--- src/rtl/accum_stage.sv ---
// Frame accumulator: folds COUNT operands through an n_bit_adder, then
// presents the modulo-2^N sum and a sticky carry on an output handshake.

module n_bit_adder #(
  parameter int N = 32
) (
  input  logic [N-1:0] input1,
  input  logic [N-1:0] input2,
  output logic [N-1:0] answer,
  output logic         carry_out
);
  logic [N:0] full;

  assign full      = {1'b0, input1} + {1'b0, input2};
  assign answer    = full[N-1:0];
  assign carry_out = full[N];
endmodule

module accum_stage #(
  parameter int N     = 32,
  parameter int COUNT = 4
) (
  input  logic         clk,
  input  logic         rst_n,
  input  logic         in_valid,
  output logic         in_ready,
  input  logic [N-1:0] in_data,
  output logic         out_valid,
  input  logic         out_ready,
  output logic [N-1:0] out_sum,
  output logic         out_carry
);
  localparam int CW = (COUNT > 1) ? $clog2(COUNT) : 1;
  localparam logic [CW-1:0] LAST = CW'(COUNT - 1);

  localparam logic ACCUM = 1'b0;
  localparam logic DONE  = 1'b1;

  logic          state_q, state_d;
  logic [N-1:0]  acc_q, acc_d;
  logic          sticky_q, sticky_d;
  logic [CW-1:0] cnt_q, cnt_d;

  logic [N-1:0]  sum_w;
  logic          carry_w;

  n_bit_adder #(.N(N)) u_adder (
    .input1    (acc_q),
    .input2    (in_data),
    .answer    (sum_w),
    .carry_out (carry_w)
  );

  assign in_ready  = (state_q == ACCUM);
  assign out_valid = (state_q == DONE);
  assign out_sum   = acc_q;
  assign out_carry = sticky_q;

  // Carries are only remembered in sticky, never folded back into the sum.
  always_comb begin
    state_d  = state_q;
    acc_d    = acc_q;
    sticky_d = sticky_q;
    cnt_d    = cnt_q;
    if (state_q == ACCUM) begin
      if (in_valid) begin
        acc_d    = sum_w;
        sticky_d = sticky_q | carry_w;
        if (cnt_q == LAST) begin
          cnt_d   = '0;
          state_d = DONE;
        end else begin
          cnt_d = cnt_q + 1'b1;
        end
      end
    end else if (out_ready) begin
      acc_d    = '0;
      sticky_d = 1'b0;
      state_d  = ACCUM;
    end
  end

  always_ff @(posedge clk) begin
    if (!rst_n) begin
      state_q  <= ACCUM;
      acc_q    <= '0;
      sticky_q <= 1'b0;
      cnt_q    <= '0;
    end else begin
      state_q  <= state_d;
      acc_q    <= acc_d;
      sticky_q <= sticky_d;
      cnt_q    <= cnt_d;
    end
  end
endmodule

--- config.mk ---
export PLATFORM = sky130hd
export DESIGN_NAME = accum_stage
export DESIGN_NICKNAME = d
export VERILOG_FILES = /design/src/rtl/accum_stage.sv
export SDC_FILE = /design/constraint.sdc
export NUM_CORES = 1
export LEC_CHECK = 0
export ABC_AREA = 1
export CORE_MARGIN = 3
export CORE_UTILIZATION = 45
export CTS_BUF_LIST = sky130_fd_sc_hd__clkbuf_16
export CTS_CLUSTER_SIZE = 25
export DETAILED_ROUTE_END_ITERATION = 10
export GPL_ROUTABILITY_DRIVEN = 0
export MAX_ROUTING_LAYER = met4
export PLACE_DENSITY = 0.73
export SYNTH_ARGS = -nofsm -noshare
export SYNTH_HDL_FRONTEND = slang
export SYNTH_SLANG_ARGS = --single-unit
--- constraint.sdc ---
create_clock -name clk -period 2.05 [get_ports clk]
set_clock_uncertainty 0.2 [all_clocks]
set_input_delay 0.41 -clock clk [delete_from_list [all_inputs] [get_ports clk]]
set_output_delay 0.41 -clock clk [all_outputs]
set_load 0.05 [all_outputs]
==> results <==
- The clock-pin slew on the worst setup and hold paths is roughly 0.060 ns.
- The number of levels the H-tree was split into is 2.
- The floorplan step set the die height to 99.6 µm.
- Summing all placed instances gives a cell area of between 5000 and 6000 µm².
- Measured in cells, the most critical reg-to-reg path has a length of 14.
- The power spent charging and discharging nets is 1.69 mW.
- The cell area after synthesis is 3950 µm².
- Counting every sink on the clock net gives 36.
- Yosys mapped the design onto 31 distinct sky130hd cell types.
- The number of global-route vias before repair is 4547.
- The library cells used most frequently in the layout, excluding fill and tap cells, are nand2_1 (218), inv_1 (119), buf_4 (81).
- The number of flops mapped to enable cells by yosys is 0.
- The kind of start point of the critical path is a primary input.
- The flow ran to the end, and the final reports show no timing, DRC or antenna violations.
- The maximum buffer depth of the clock tree is 2.
- The path category of the worst min-delay check is reg -> reg.
- Static timing analysis puts the maximum clock frequency at 0.495 GHz.
- In this run the core area contains 33 standard-cell rows.
- The end-of-flow core utilization is 70.3%.
- The total core area is 8380 µm².
- The net count after synthesis is 747.
- The number of I/O pins is 71.
- Prior to clock tree synthesis, the placed netlist has a worst setup slack of -0.631 ns.
- The worst max-slew margin expressed relative to the limit is 78.1%.
- The synthesized area per cell is about 5.8 µm².
- The worst setup path is captured at a register.
- The layout has 690 filler cells.
- Among the stages of the critical path, the cell type that occurs most often is nand2_1.
- Across the run, the number of max-cap violations was 0.
- Data arrives at the worst endpoint at 2.05 ns.
- The detail route stage leaves a number of antenna-violating nets equal to 0.
- The number of buffers inserted during clock tree synthesis is 5.
- The worst-case register-to-register setup slack is 0.06 ns.
- The final cycle utilization of the critical path is 98.6%.
- Counting both buffers and inverters, the worst setup path holds a total of 2.
- The worst slack on hold paths is ~0.29 ns.
- The antenna diode count is 0.
- The via total after detailed routing is 4552.
- In this run, the clock network consumes about 28% of the power.
- Setup repair after global routing could not meet its margin everywhere.
- The number of hold violations in the final report is 0.
- The final HPWL from detailed placement is a little over 9000 µm.
- The die covers between 9000 and 10000 µm².
- Compared with the post-synthesis result, the final layout area differs by 49.4%.
- In this run the horizontal extent of the chip is 99.6 µm.
- Data on the critical path is required at its endpoint by between 2 and 2.5 ns.
- The post-layout instance area is 5890 µm².
- The fraction of power spent switching nets is 40.5%.
- During placement, the flow inserted port buffers numbering 70.
- The maximum net fanout on the critical path is 5.
- TritonCTS built the clock tree.
- The number of antenna violations at the first check in global routing is 0.
- The critical path is of the in -> reg type.
- The final layout contains 863 nets.
- The source of the worst register-to-register timing path is out_sum[0]$_SDFFE_PN0P_.
- The detailed-router iteration count before antenna repair is 5.
- In this run the static leakage power is between 3 and 4 nW.
- The most instantiated flip-flop cell in the synthesis netlist is dfxtp_1.
- The final critical-path setup slack is 0.0293 ns.
- The share of the yosys chip area belonging to registers is 18.3%.
- The share of total power in sequential cells is 21.2%.
- The number of register bits inferred by synthesis is 36.
- IR analysis of the VDD net gives a maximum drop of 0.387 mV.
- Using the TritonRoute via totals, the vias-per-cell ratio works out to 5.06.
- At the pin with the least slew margin, the transition time is 0.328 ns.
- After detailed routing, the number of remaining DRC violations is 0.
- The critical path starts at in_data[29].
- The tree is rooted in a clkbuf_16.
- The family with the most delay on the worst path is buffers and inverters.
- The commonest non-fill, non-tap cell in the layout is nand2_1.
- The endpoint of the most critical register-to-register path is out_carry$_SDFFE_PN0P_.
- The average routed wire per standard cell is 14.0 µm.
- The critical path goes through clkdlybuf4s50_1 > ha_4 > nand2_1 > inv_1 > a21oi_1 > nand2_1 > a21oi_2 > nand2_1 > nand2_1 > nand3_1 > a21oi_2.
- Entering global routing, the biggest net connects 26 pins.
- The largest single stage delay on the critical path is 0.51 ns.
- The global-route wire length before repair is 20500 µm.
- The final critical-path required period is 2.02 ns.
- For this run, the total global-route usage over all layers was measured as 26.0%.
- The max-slew violation count was 0.
- The combinational group share of total power is 50.9%.
- The initial utilization of the core area, before any placement, comes to between 40% and 50%.
- The total number of yosys warnings is 0.
- The number of DRC markers in iteration 0 is between 200 and 250.
- After synthesis, the share of flip-flops with an asynchronous set or reset is 0%.
- The total overflow left after global routing is 0.
- In this run the power density over the cells is 709 nW/µm².
- The cell-internal power is 2.49 mW.
- The slowest library cell on the worst path is clkdlybuf4s50_1.
- Setup violations remaining at the end of the flow were counted as 0.
- The instance count of the mapped netlist is just under 700.
- The post-route netlist has 37.2% of its cells at a drive strength greater than 1.
- The final layout contains routed wiring with a total length of 12600 µm.
- Clock latency on the worst-skew pair, taken at its later pin, is a little under 0.3 ns.
- Following the worst setup path forward leads to its endpoint at out_sum[31]$_SDFFE_PN0P_.
- In this run the number of cells on the critical path is 11.
## what timing repair did
| item | in CTS | in global routing |
|---|---|---|
| hold buffers | 0 | 0 |
| gates resized for setup | 105 | 34 |
| buffers inserted | 2 | 2 |
| setup endpoints to repair | 27 | 17 |
| pin swaps | 19 | 13 |
## registers in the layout (all words and copies together), names as in the netlist
name / flops
out_carry: 1
out_sum: 32
cnt_q: 2
out_valid: 1
## power by group through the flow
stage | logic [mW] | clock network [mW] | registers (mW)
finish | 2.13 | 1.16 | 0.886
global route | 2.30 | 1.21 | 0.899
CTS | 2.03 | 1.18 | 0.883
detailed placement | 1.81 | 0 | 0.869
global placement | 1.78 | 0 | 0.866
floorplan | 0.951 | 0 | 1.13
## layout make-up
cell class / instances / area, µm² / area share (%)
Clock buffer: 5 / 125 / 2.12
Sequential cell: 36 / 759 / 12.9
Multi-Input combinational cell: 499 / 3310 / 56.1
Timing Repair Buffer: 118 / 978 / 16.6
Tap cell: 105 / 131 / 2.23
Clock inverter: 3 / 90.1 / 1.53
Inverter: 133 / 503 / 8.53
## metrics by stage
stage / instances / total power [mW] / TNS [ns]
global placement: 887 / 2.64 / -12.63
global route: 899 / 4.41 / -0.159
detailed placement: 887 / 2.68 / -13.89
CTS: 897 / 4.10 / 0
finish: 899 / 4.18 / 0
floorplan: 677 / 2.08 / -0.00637
## logic make-up after synthesis
family                     Yosys count  synth area share, %
and+or+nand+nor                    389                 45.5
buffers and inverters              142                 14.1
AOI/OAI and AO/OA                   76                 11.2
DFF                                 36                 18.3
adders and majority gates           34                 11.0
## per-layer routing
metal	part of all wire (%)	up-vias	global-route usage (%)
met1	45	2073	32.6
met4	2.5	0	10.4
li1	-	2306	-
met5	0	-	-
met3	6.2	25	4.42
met2	46	148	41.4
## worst min path at each step
stage                        startpoint                        to  cells past startpoint
5_1_grt         out_sum[2]$_SDFFE_PN0P_   out_sum[2]$_SDFFE_PN0P_                      2
3_5_place_dp   out_sum[10]$_SDFFE_PN0P_  out_sum[10]$_SDFFE_PN0P_                      2
6_report        out_sum[4]$_SDFFE_PN0P_   out_sum[4]$_SDFFE_PN0P_                      2
4_1_cts        out_sum[10]$_SDFFE_PN0P_  out_sum[10]$_SDFFE_PN0P_                      2
2_1_floorplan     cnt_q[1]$_SDFFE_PN0P_     cnt_q[1]$_SDFFE_PN0P_                      2
3_3_place_gp   out_sum[19]$_SDFFE_PN0P_  out_sum[19]$_SDFFE_PN0P_                      2
## tightest hold or removal path, cell delays in order (launching register included)
cell,delay (ns)
dfxtp_2,0.34
nand2_1,0.06
a21oi_1,0.05
## synth_stat cells (6+ instances only)
cell type	n	area, µm²
nand2_1	248	931
inv_1	121	454
a21oi_1	48	240
dfxtp_1	36	721
nor2_1	34	128
ha_1	33	413
nand3_1	31	155
nand2_2	28	175
nand3_2	13	130
a21oi_2	11	96.3
inv_2	10	37.5
o21ai_0	10	50.1
nor2_2	8	50.1
nand3b_1	6	45.0
or2_2	6	37.5
No activity file was read; power rests on OpenSTA's default activity.
